## src/rtl/dds_pkg.sv

```systemverilog
// Shared encodings and widths for the DDS output chain.
package dds_pkg;
  localparam int ADDR_W = 6;
  localparam int DAC_W  = 8;
  localparam logic [DAC_W-1:0] DAC_MID = 8'h80;

  typedef enum logic [1:0] {
    WAVE_SINE   = 2'd0,
    WAVE_SQUARE = 2'd1,
    WAVE_TRI    = 2'd2,
    WAVE_SAW    = 2'd3
  } wave_e;

  typedef struct packed {
    wave_e      sel;
    logic [7:0] amp;
  } cfg_t;
endpackage

```

## src/rtl/dds_sine_qrom.sv

```systemverilog
// Quarter-wave sine magnitude: round(127*sin(2*pi*j/64)) for j = 0..16.
module dds_sine_qrom (
  input  logic [4:0] idx_i,
  output logic [6:0] mag_o
);
  always_comb begin
    mag_o = 7'd0;
    case (idx_i)
      5'd0:  mag_o = 7'd0;
      5'd1:  mag_o = 7'd12;
      5'd2:  mag_o = 7'd25;
      5'd3:  mag_o = 7'd37;
      5'd4:  mag_o = 7'd49;
      5'd5:  mag_o = 7'd60;
      5'd6:  mag_o = 7'd71;
      5'd7:  mag_o = 7'd81;
      5'd8:  mag_o = 7'd90;
      5'd9:  mag_o = 7'd98;
      5'd10: mag_o = 7'd106;
      5'd11: mag_o = 7'd112;
      5'd12: mag_o = 7'd117;
      5'd13: mag_o = 7'd122;
      5'd14: mag_o = 7'd125;
      5'd15: mag_o = 7'd126;
      5'd16: mag_o = 7'd127;
      default: mag_o = 7'd0;
    endcase
  end
endmodule

```

## src/rtl/dds_wave_shaper.sv

```systemverilog
// Phase address -> waveform -> amplitude scale -> offset-binary DAC word.
// Three-stage pipe; config changes are latched at a phase wrap (or while disabled).
module dds_wave_shaper
  import dds_pkg::*;
#(
  parameter bit SYNC_UPDATE = 1'b1
) (
  input  logic              clk,
  input  logic              rst_n,
  input  logic [ADDR_W-1:0] addr_i,
  input  logic              en_i,
  input  logic [1:0]        wave_sel_i,
  input  logic [7:0]        amp_i,
  output logic [DAC_W-1:0]  dac_out_o,
  output logic              out_valid_o
);
  localparam int STAGES = 3;

  logic [STAGES:0]   vld_pipe_q;
  logic [ADDR_W-1:0] addr0_q;
  cfg_t              cfg_q, cfg_d;
  logic              wrap;

  logic [4:0]        rom_idx;
  logic [6:0]        rom_mag;
  logic [7:0]        sine_mag, s_d, s1_q;
  logic [7:0]        amp1_q;
  logic signed [16:0] prod;
  logic [7:0]        y2_q;
  logic [DAC_W-1:0]  dac_q;

  // addr0_q doubles as prev_addr: the incoming addr is compared with the last
  // registered one, so the wrapped sample itself is the first to see the new config.
  assign wrap = addr_i < addr0_q;

  always_comb begin
    cfg_d = cfg_q;
    if (!SYNC_UPDATE || wrap || !en_i) cfg_d = '{sel: wave_e'(wave_sel_i), amp: amp_i};
  end

  always_ff @(posedge clk or negedge rst_n) begin
    if (!rst_n) begin
      vld_pipe_q <= '0;
      addr0_q    <= '0;
      cfg_q      <= '{sel: WAVE_SINE, amp: 8'd0};
    end else begin
      vld_pipe_q <= {vld_pipe_q[STAGES-1:0], en_i};
      addr0_q    <= addr_i;
      cfg_q      <= cfg_d;
    end
  end

  // Odd quadrants read the table backwards; the upper half negates.
  assign rom_idx  = addr0_q[4] ? (5'd16 - {1'b0, addr0_q[3:0]}) : {1'b0, addr0_q[3:0]};
  assign sine_mag = {1'b0, rom_mag};

  dds_sine_qrom u_qrom (
    .idx_i (rom_idx),
    .mag_o (rom_mag)
  );

  always_comb begin
    s_d = '0;
    case (cfg_q.sel)
      WAVE_SINE:   s_d = addr0_q[5] ? -sine_mag : sine_mag;
      WAVE_SQUARE: s_d = addr0_q[5] ? 8'h81 : 8'h7F;
      WAVE_TRI:    s_d = addr0_q[5] ? (8'd127 - {addr0_q[4:0], 3'b000})
                                    : ({addr0_q[4:0], 3'b000} ^ DAC_MID);
      WAVE_SAW:    s_d = {addr0_q, 2'b00} ^ DAC_MID;
      default:     s_d = '0;
    endcase
  end

  assign prod = $signed(s1_q) * $signed({1'b0, amp1_q});

  always_ff @(posedge clk or negedge rst_n) begin
    if (!rst_n) begin
      s1_q   <= '0;
      amp1_q <= '0;
      y2_q   <= '0;
      dac_q  <= DAC_MID;
    end else begin
      s1_q   <= vld_pipe_q[0] ? s_d : 8'd0;
      amp1_q <= cfg_q.amp;
      y2_q   <= prod[15:8];
      dac_q  <= y2_q ^ DAC_MID;
    end
  end

  assign dac_out_o   = dac_q;
  assign out_valid_o = vld_pipe_q[STAGES];
endmodule

```

## config.mk

```make
export PLATFORM = sky130hd
export DESIGN_NAME = dds_wave_shaper
export DESIGN_NICKNAME = d
export VERILOG_FILES = /design/src/rtl/dds_pkg.sv /design/src/rtl/dds_sine_qrom.sv /design/src/rtl/dds_wave_shaper.sv
export SDC_FILE = /design/constraint.sdc
export NUM_CORES = 1
export LEC_CHECK = 0
export CORE_UTILIZATION = 55
export DETAILED_ROUTE_END_ITERATION = 7
export PLACE_DENSITY = 0.74
export SLEW_MARGIN = 20
export SYNTH_ARGS = -nofsm -noshare
export SYNTH_HDL_FRONTEND = slang
export SYNTH_SLANG_ARGS = --single-unit
```

## constraint.sdc

```tcl
create_clock -name clk -period 6.23 [get_ports clk]
set_input_delay 1.246 -clock clk [delete_from_list [all_inputs] [get_ports clk]]
set_output_delay 1.246 -clock clk [all_outputs]
set_load 0.1 [all_outputs]
```

# Word level (Yosys, flattened, before mapping)
# Memories as Yosys holds them, arrays and structs flattened.
# Index checks and enable logic that the tools add are counted.
dict set report word_totals {
  elab_cells 29
  mem_count 1
  regBits 52
  romBits 224
  inputBits 19
  out_inout_bits 9
}
dict set report classes {
  order_cmp 1
  mul 1
  bitwise 3
  n_eq_ne 3
  reduce_logical 3
  muxes 6
  addsub 3
}
# memory words word_bits read_ports rd_ports_with_merged_regs write_ports line_no
set mem_list {}
lappend mem_list {{(no name shown)} 32 7 1 0 0 dds_sine_qrom.sv:8} ;# case (idx_i)
# op n
set ops {}
lappend ops {{8-bit 2-to-1 mux} 4}
lappend ops {{8-bit case mux with 4 select lines} 1}
lappend ops {{8-bit by 9-bit multiplier with 16-bit output} 1}
lappend ops {{7-bit negator with 8-bit output} 1}
lappend ops {{7-bit by 8-bit subtractor with 8-bit output, first input constant} 1}
lappend ops {{6-bit < comparator} 1}
lappend ops {{5-bit 2-to-1 mux} 1}
lappend ops {{5-bit by 4-bit subtractor with 5-bit output, first input constant} 1}
lappend ops {{2-bit equality test, second input constant} 2}
lappend ops {{1-bit NOT} 3}
lappend ops {{2-bit by 1-bit equality test with 1-bit output, second input constant} 1}
lappend ops {{2-bit zero test} 1}
lappend ops {{1-bit zero test} 1}
lappend ops {{1-bit logical OR} 1}

# Longest topological paths before layout
# Gate-level depths: netlist (run 1).
# An unclocked memory read counts as a cell.
dict set report depth {
  word_depth 7
  mapped_depth 17
  ltp_nobuf 16
}

# By module
# Synthesis (run 1) repeated with hierarchy kept, for this count alone.
dict set report hier_totals {
  cells_unflattened 424
  hier_area_um2 4309.1
}
# module cells_per_inst seq_area_each_um2 instances area_per_inst_um2
set modules_own_cells {}
lappend modules_own_cells {dds_wave_shaper 380 1302.5 1 3955.0}
lappend modules_own_cells {dds_sine_qrom 44 0.0 1 354.1}

# Worst setup path after synthesis (run 1)
# OpenSTA, ideal clock, no wires.
dict set report synth_timing {
  path_type {register -> register}
  startpoint {register amp1_q[0]}
  endpoint {register y2_q[5]}
  stages_incl_launch_ff 15
  t_arrival_ps 4399
  setup_slack_ps 1752
  path_buffers 0
  synth_period_minus_slack_ps 4478
  path_cell_list {dfrtp_1 -> nand2b_1 -> fa_1 -> fa_1 -> inv_1 -> fa_1 -> fa_1 -> ha_1 -> and4_1 -> a221oi_1 -> o21ai_0 -> and2_1 -> or3_1 -> a21oi_1 -> xnor2_1}
}
dict set report synth_between {
  elab_chain_len 1
}
# element line_no
set synth_rtl {}
lappend synth_rtl {{start: declaration} dds_wave_shaper.sv:27} ;# logic [7:0] amp1_q;
lappend synth_rtl {{start signal: assignment} dds_wave_shaper.sv:84} ;# amp1_q <= cfg_q.amp;
lappend synth_rtl {{8-bit by 9-bit multiplier with 16-bit output} dds_wave_shaper.sv:74} ;# assign prod = $signed(s1_q) * $signed({1'b0, amp1_q});
lappend synth_rtl {{net prod[13]} dds_wave_shaper.sv:28} ;# logic signed [16:0] prod;
lappend synth_rtl {{end signal: assignment} dds_wave_shaper.sv:85} ;# y2_q <= prod[15:8];
lappend synth_rtl {{end: declaration} dds_wave_shaper.sv:29} ;# logic [7:0] y2_q;
# The timed path passes the listed nets, and every way through them passes these cells.
# A chain may end at the register's enable or synchronous reset.

# Worst setup path after layout (run 1)
# Same ends and word-level chain as after synthesis.

==> impl_metrics.csv, run 1 <==
group,metric,value,unit
global_route,antenna_found_initial,0,
logic_synthesis,synth_area_per_cell,10.3,µm²
die,die-height,91.8,µm
clock_tree,cts_resized,0,
clock_tree,cts_tree,"built",
clock_tree,path_clk_slew,0.10,ns
global_route,grt_pass1_vias,3155,
logic_synthesis,synth_area,4430,µm²
global_route,grt_usage,0.212,
critical_path,worstPathArrival,5.08,ns
finish,final_core_util,0.624,
finish,drive_gt1_frac,0.0705,
timing,setup_tns,0,ns
clock_tree,clk_path_buf_depth,2,
die,die-area,8420,µm²
power,p_leak,2.35,nW
timing,fin_crit_sh,0.780,
power,total_power,0.00140,W
hold_path,hold_start,"vld_pipe_q[2]",
clock_tree,cts_setup_buffers,0,
clock_tree,numCtsBuffers,5,
power,seqPwrFrac,0.327,
finish,final_common_cell,"inv_1",
detailed_routing,dr.pass1.iters,4,
logic_synthesis,synth_cell_types,58,
die,initial_utilization,0.571,
logic_synthesis,synthCells,431,
logic_synthesis,yosysWarnings,0,
detailed_routing,routed_via_density,5.50,
power,p_comb_frac,0.534,
hold_path,min_to,"vld_pipe_q[3]",
detailed_routing,avgRoutedWirePerCell,14.6,µm
power,ir_drop,98.3,µV
die,die_w,91.8,µm
die,core,7770,µm²
clock_tree,cts_hold_buf,0,
detailed_routing,wl,8.12,mm
timing,layout_min_cycle_time,4.86,ns
critical_path,worstSetupStartpoint,"amp1_q[0]",
logic_synthesis,ys_seq_area_frac,0.294,
logic_synthesis,synth_edf_count,0,
finish,layout_common_cells,"56 x inv_1, 51 x dfrtp_1, 50 x ha_1, 38 x and2_1, 35 x fa_1",
hold_path,hold_depth,0,
critical_path,critPathKind,"reg2reg",
finish,fill_cells,661,
critical_path,reg2regPathDepth,14,
die,rows,32,
critical_path,startpoint_type,"register",
global_route,gr-usage-met2,0.399,
critical_path,critPathRequiredTime,6.45,ns
clock_tree,cts.root.buffer_cell,"clkbuf_8",
clock_tree,numClockSinks,52,
place,io_buffers,27,
logic_synthesis,mappedNetlistNets,535,
timing,finalHoldViolations,0,
place,dp_hpwl,6.52,mm
place,place_congestion,0.921,
clock_tree,cts_max_level,2,
detailed_routing,dr_total_vias,3058,
clock_tree,insertion_delay,0.30,ns
timing,max_freq,206,MHz
power,power_switching,0.000630,W
critical_path,worstPathMaxFanout,7,
power,clockPowerShare,0.139,
logic_synthesis,ys_ff_latch,52,
global_route,use_met3,0.0232,
timing,slew_viol_final,0,
power,netSwitchingFraction,0.449,
finish,synthToLayoutAreaGrowth,9.34,%
finish,fin_nets,557,
timing,rsz0062_at_grt,"false",
critical_path,r2r-start,"amp1_q[0]",
global_route,grt_first_pass_wirelength,14.3,mm
timing,slew-limit-headroom,0.349,
global_route,grt_max_degree,53,
hold_path,hold_class,"reg2reg",
critical_path,end_kind,"register",
timing,holdWs,0.355,ns
finish,diodes,0,
global_route,met1_usage,0.255,
timing,final.setup_skew,0.00398,ns
finish,multi_input_area,2840,µm²
die,io_pins,28,
outcome,status,"complete, no violations",
logic_synthesis,synth_flop_cell,"dfrtp_1",
critical_path,reg2reg_to,"y2_q[5]",
critical_path,rrSetupSlack,1.37,ns
flow_run,maxCapViolCount,0,
detailed_routing,drtIter0Drc,111,
power,p_per_area,289,nW/µm²
logic_synthesis,async_reset_ff_frac,1.00,
global_route,overflow,0,
global_route,grt.busiest_layer,"met2",
power,internal-power,0.000773,W
detailed_routing,ant_nets,0,
timing,worst_pin_slew,0.973,ns
detailed_routing,drc,0,
timing,setup_violations,0,
finish,area.sequential,1300,µm²
cell type report:
type                       count  share of cell area
sequential                    52               0.269
multi-input combinational    309               0.585
clock buffer                   5              0.0142
clock inverter                 3             0.00465
inverter                      57              0.0441
timing repair buffer          28              0.0568
tap                          102              0.0263
stage by stage:
step	area, µm²	std cells	worst slack (ns)
after floorplan	4430	431	1.75
after global placement	4750	548	1.53
after detailed placement	4750	548	1.32
after CTS	4840	556	1.30
after global routing	4850	556	1.06
final	4850	556	1.37
cells by family (layout without fill, tap and decap cells):
| group | after synthesis | count (layout) | synth area share |
|---|---|---|---|
| buffers and inverters | 70 | 93 | 0.0663 |
| AND/OR/NAND/NOR | 121 | 121 | 0.145 |
| multiplexers | 11 | 11 | 0.0305 |
| AO/OA/AOI/OAI | 72 | 72 | 0.116 |
| flip-flops | 52 | 52 | 0.294 |
| adder cells (fa/ha/maj) | 85 | 85 | 0.299 |
| XOR/XNOR | 20 | 20 | 0.0485 |
worst max path at each step:
| stage | endpoint |
|---|---|
| finish | y2_q[5] |
| detailed placement | y2_q[5] |
| global placement | y2_q[5] |
| CTS | y2_q[5] |
| global route | y2_q[5] |
| floorplan | y2_q[5] |
routing by layer:
| metal | share of wire | routed length (µm) |
|---|---|---|
| met1 | 0.42 | 3390 |
| met5 | 0 | 0 |
| met2 | 0.54 | 4390 |
| met4 | 0.010 | 83 |
| met3 | 0.032 | 259 |
registers in the layout, summed over array words and instances (netlist names):
signal      flops
amp1_q          8
vld_pipe_q      4
dac_out_o       8
addr0_q         6
s1_q            8
cfg_q          10
y2_q            8
power groups by stage:
stage          clock, W  combinational, W  sequential, W
2_1_floorplan         0          0.000449       0.000602
3_3_place_gp          0          0.000737       0.000461
3_5_place_dp          0          0.000755       0.000467
4_1_cts        0.000201          0.000761       0.000460
5_1_grt        0.000216          0.000848       0.000468
6_report       0.000195          0.000749       0.000459
Yosys cell counts, types with 7 or more instances:
library cell | number | area (µm²)
inv_1 | 56 | 210
fa_1 | 35 | 701
xor2_1 | 7 | 61.3
dfrtp_1 | 51 | 1280
a21oi_1 | 22 | 110
ha_1 | 50 | 626
and2_1 | 38 | 238
nor3_1 | 10 | 50.1
o21ai_0 | 11 | 55.1
nand2_1 | 26 | 97.6
nor2_1 | 20 | 75.1
xnor2_1 | 10 | 87.6
mux2_2 | 10 | 113
worst max-delay path, cell delays in order (launching register included):
cell and delay [ns]:
dfrtp_1 0.44, nand2b_1 0.19, fa_1 0.53, fa_1 0.54, inv_1 0.05, fa_1 0.50
fa_1 0.48, ha_1 0.32, and4_1 0.20, a221oi_1 0.45, o21ai_0 0.20, and2_1 0.20
or3_1 0.33, a21oi_1 0.19, xnor2_1 0.15
Power figures use the tool's default switching activity.
==> run 2, diff against run 1 <==
--- a/config.mk
+++ b/config.mk
@@ -7,7 +7,7 @@
 export LEC_CHECK = 0
 export CORE_UTILIZATION = 55
 export DETAILED_ROUTE_END_ITERATION = 7
-export PLACE_DENSITY = 0.74
+export PLACE_DENSITY = 0.77
 export SLEW_MARGIN = 20
 export SYNTH_ARGS = -nofsm -noshare
 export SYNTH_HDL_FRONTEND = slang
==> constraint.sdc (replaced) <==
create_clock -name clk -period 4.3 [get_ports clk]
set_input_delay 0.86 -clock clk [delete_from_list [all_inputs] [get_ports clk]]
set_output_delay 0.86 -clock clk [all_outputs]
set_load 0.1 [all_outputs]
==> run 2 against run 1 <==
Compared with the run above: total power up 59%; final cell count up 4.7%; highest routed layer unchanged; cell area grew 7.0%; worst setup slack got worse by 1.4 ns; critical path type unchanged; utilization rose by 4.3 points; sequential cell count is the same; die area stayed put; sequential share of layout area decreased by 1.6 points; largest power group unchanged; worst hold slack improved by 0.0012 ns.
==> impl_metrics.csv, run 2 (synthesis results as in run 1) <==
group,metric,value,unit
clock_tree,cts.root.buffer_cell,"clkbuf_8",
power,p_leak,2.51,nW
detailed_routing,drtIter0Drc,131,
detailed_routing,wl,8.99,mm
critical_path,critPathTopFamily,"adder cells",
finish,drive_gt1_frac,0.188,
timing,fin_crit_sh,0.998,
detailed_routing,drc,0,
hold_path,hold_depth,1,
outcome,status,"complete, no violations",
detailed_routing,dr.pass1.iters,4,
global_route,antenna_found_initial,0,
power,p_comb_frac,0.550,
power,power_switching,0.000971,W
power,total_power,0.00223,W
timing,setup_tns,0,ns
global_route,overflow,0,
global_route,grt_first_pass_wirelength,14.5,mm
clock_tree,insertion_delay,0.31,ns
critical_path,path_buf_inv,4,
die,io_pins,28,
critical_path,r2r-start,"amp1_q[3]",
place,dp_cells,567,
finish,layout_common_cells,"51 x inv_1, 47 x ha_1, 43 x dfrtp_1, 34 x and2_1, 33 x fa_1",
hold_path,hold_class,"reg2reg",
finish,fin_nets,583,
die,initial_utilization,0.571,
clock_tree,path_clk_slew,0.10,ns
hold_path,min_to,"dac_out_o[7]",
critical_path,reg2regPathDepth,17,
clock_tree,numCtsBuffers,5,
place,place_congestion,0.908,
power,clockPowerShare,0.156,
critical_path,end_kind,"register",
global_route,grt_usage,0.218,
clock_tree,numClockSinks,52,
detailed_routing,routed_via_density,5.50,
flow_run,maxCapViolCount,0,
critical_path,critPathKind,"reg2reg",
timing,layout_min_cycle_time,4.29,ns
critical_path,rrSetupSlack,0.008,ns
timing,rsz0062_at_grt,"true",
finish,synthToLayoutAreaGrowth,17.0,%
global_route,grt_max_degree,53,
critical_path,worstPathMaxFanout,4,
detailed_routing,avgRoutedWirePerCell,15.4,µm
timing,max_freq,233,MHz
critical_path,startpoint_type,"register",
power,seqPwrFrac,0.294,
detailed_routing,ant_nets,0,
critical_path,crit_path_max_incr_delay,0.54,ns
die,die-height,91.8,µm
timing,finalHoldViolations,0,
finish,stdcell_count,582,
die,rows,32,
finish,registers.top_by_ff_count,"cfg_q",
die,die_w,91.8,µm
critical_path,critPathRequiredTime,4.53,ns
critical_path,reg2reg_to,"y2_q[5]",
critical_path,slowest_stage,"fa_1",
finish,final_common_cell,"inv_1",
timing,worst_pin_slew,0.960,ns
finish,diodes,0,
place,io_buffers,27,
power,p_per_area,431,nW/µm²
timing,slew-limit-headroom,0.358,
clock_tree,cts_tree,"built",
detailed_routing,dr_total_vias,3201,
clock_tree,cts_hold_buf,0,
timing,slew_viol_final,0,
clock_tree,clk_path_buf_depth,2,
place,dp_hpwl,6.90,mm
critical_path,crit_chain,"buf_6, nand2_4, fa_2, inv_2, fa_1, inv_2, fa_1, inv_2, fa_1, ha_1, a21o_1, a221oi_2, o21ai_1, and2_4, or3_4, a21oi_2, xnor2_1",
global_route,grt_pass1_vias,3180,
finish,largest_reg_flops,10,
clock_tree,cts_max_level,2,
die,die-area,8420,µm²
timing,setup_violations,0,
finish,final_core_util,0.668,
finish,fill_cells,577,
power,ir_drop,177,µV
timing,final.setup_skew,0.00616,ns
power,internal-power,0.00126,W
hold_path,hold_start,"y2_q[7]",
critical_path,worstPathArrival,4.53,ns
timing,holdWs,0.357,ns
die,core,7770,µm²
power,netSwitchingFraction,0.435,
[run 2: timing repair]
action / 4_1_cts / 5_1_grt
buffers inserted: 1 / 6
resized for setup: 5 / 31
pin swaps: 13 / 20
setup endpoints to repair: 2 / 4
[run 2: how the worst max path moves through the flow]
stage | from | end | slack (ns) | cells past startpoint
5_1_grt | amp1_q[3] | y2_q[5] | -0.18 | 17
3_3_place_gp | amp1_q[0] | y2_q[5] | 0.00006 | 14
2_1_floorplan | s1_q[7] | y2_q[5] | 0.03 | 14
3_5_place_dp | amp1_q[0] | y2_q[5] | -0.09 | 14
4_1_cts | amp1_q[2] | y2_q[5] | 0.007 | 15
6_report | amp1_q[3] | y2_q[5] | 0.008 | 17
[run 2: power by group through the flow]
stage	sequential [W]	combinational, W	clock (W)
after floorplan	0.000873	0.000659	0
after global placement	0.000656	0.00113	0
after detailed placement	0.000664	0.00118	0
after CTS	0.000654	0.00119	0.000357
after global routing	0.000669	0.00135	0.000379
final	0.000657	0.00123	0.000349
[run 2: worst reg2reg max path, delay by kind of cell (launching register included)]
family / cells / cell delay [ns]
and+or+nand+nor: 3 / 0.55
buffers and inverters: 4 / 0.27
DFF: 1 / 0.46
xor gates and xnor gates: 1 / 0.12
adders and majority gates: 5 / 2.04
AOI/OAI and AO/OA: 4 / 0.79
[run 2: per-layer routing]
layer	GRT usage	share of wire	up-vias
met4	0.0573	0.016	0
met5	0	0	-
met2	0.414	0.54	65
met1	0.262	0.42	1589
li1	-	-	1535
met3	0.0207	0.026	12
[run 2: metrics by stage]
stage	instance area (µm²)	worst slack, ns
after floorplan	4440	0.0263
after global placement	4910	0.0000591
after detailed placement	4910	-0.0923
after CTS	5040	0.00675
after global routing	5180	-0.182
final	5180	0.00761
[run 2: layout make-up]
class	instances	area, µm²	area share
Multi-Input combinational cell	309	2930	0.566
Sequential cell	52	1310	0.253
Timing Repair Buffer	54	483	0.0931
Inverter	57	214	0.0413
Tap cell	102	128	0.0246
Clock buffer	5	68.8	0.0133
Clock inverter	3	46.3	0.00893
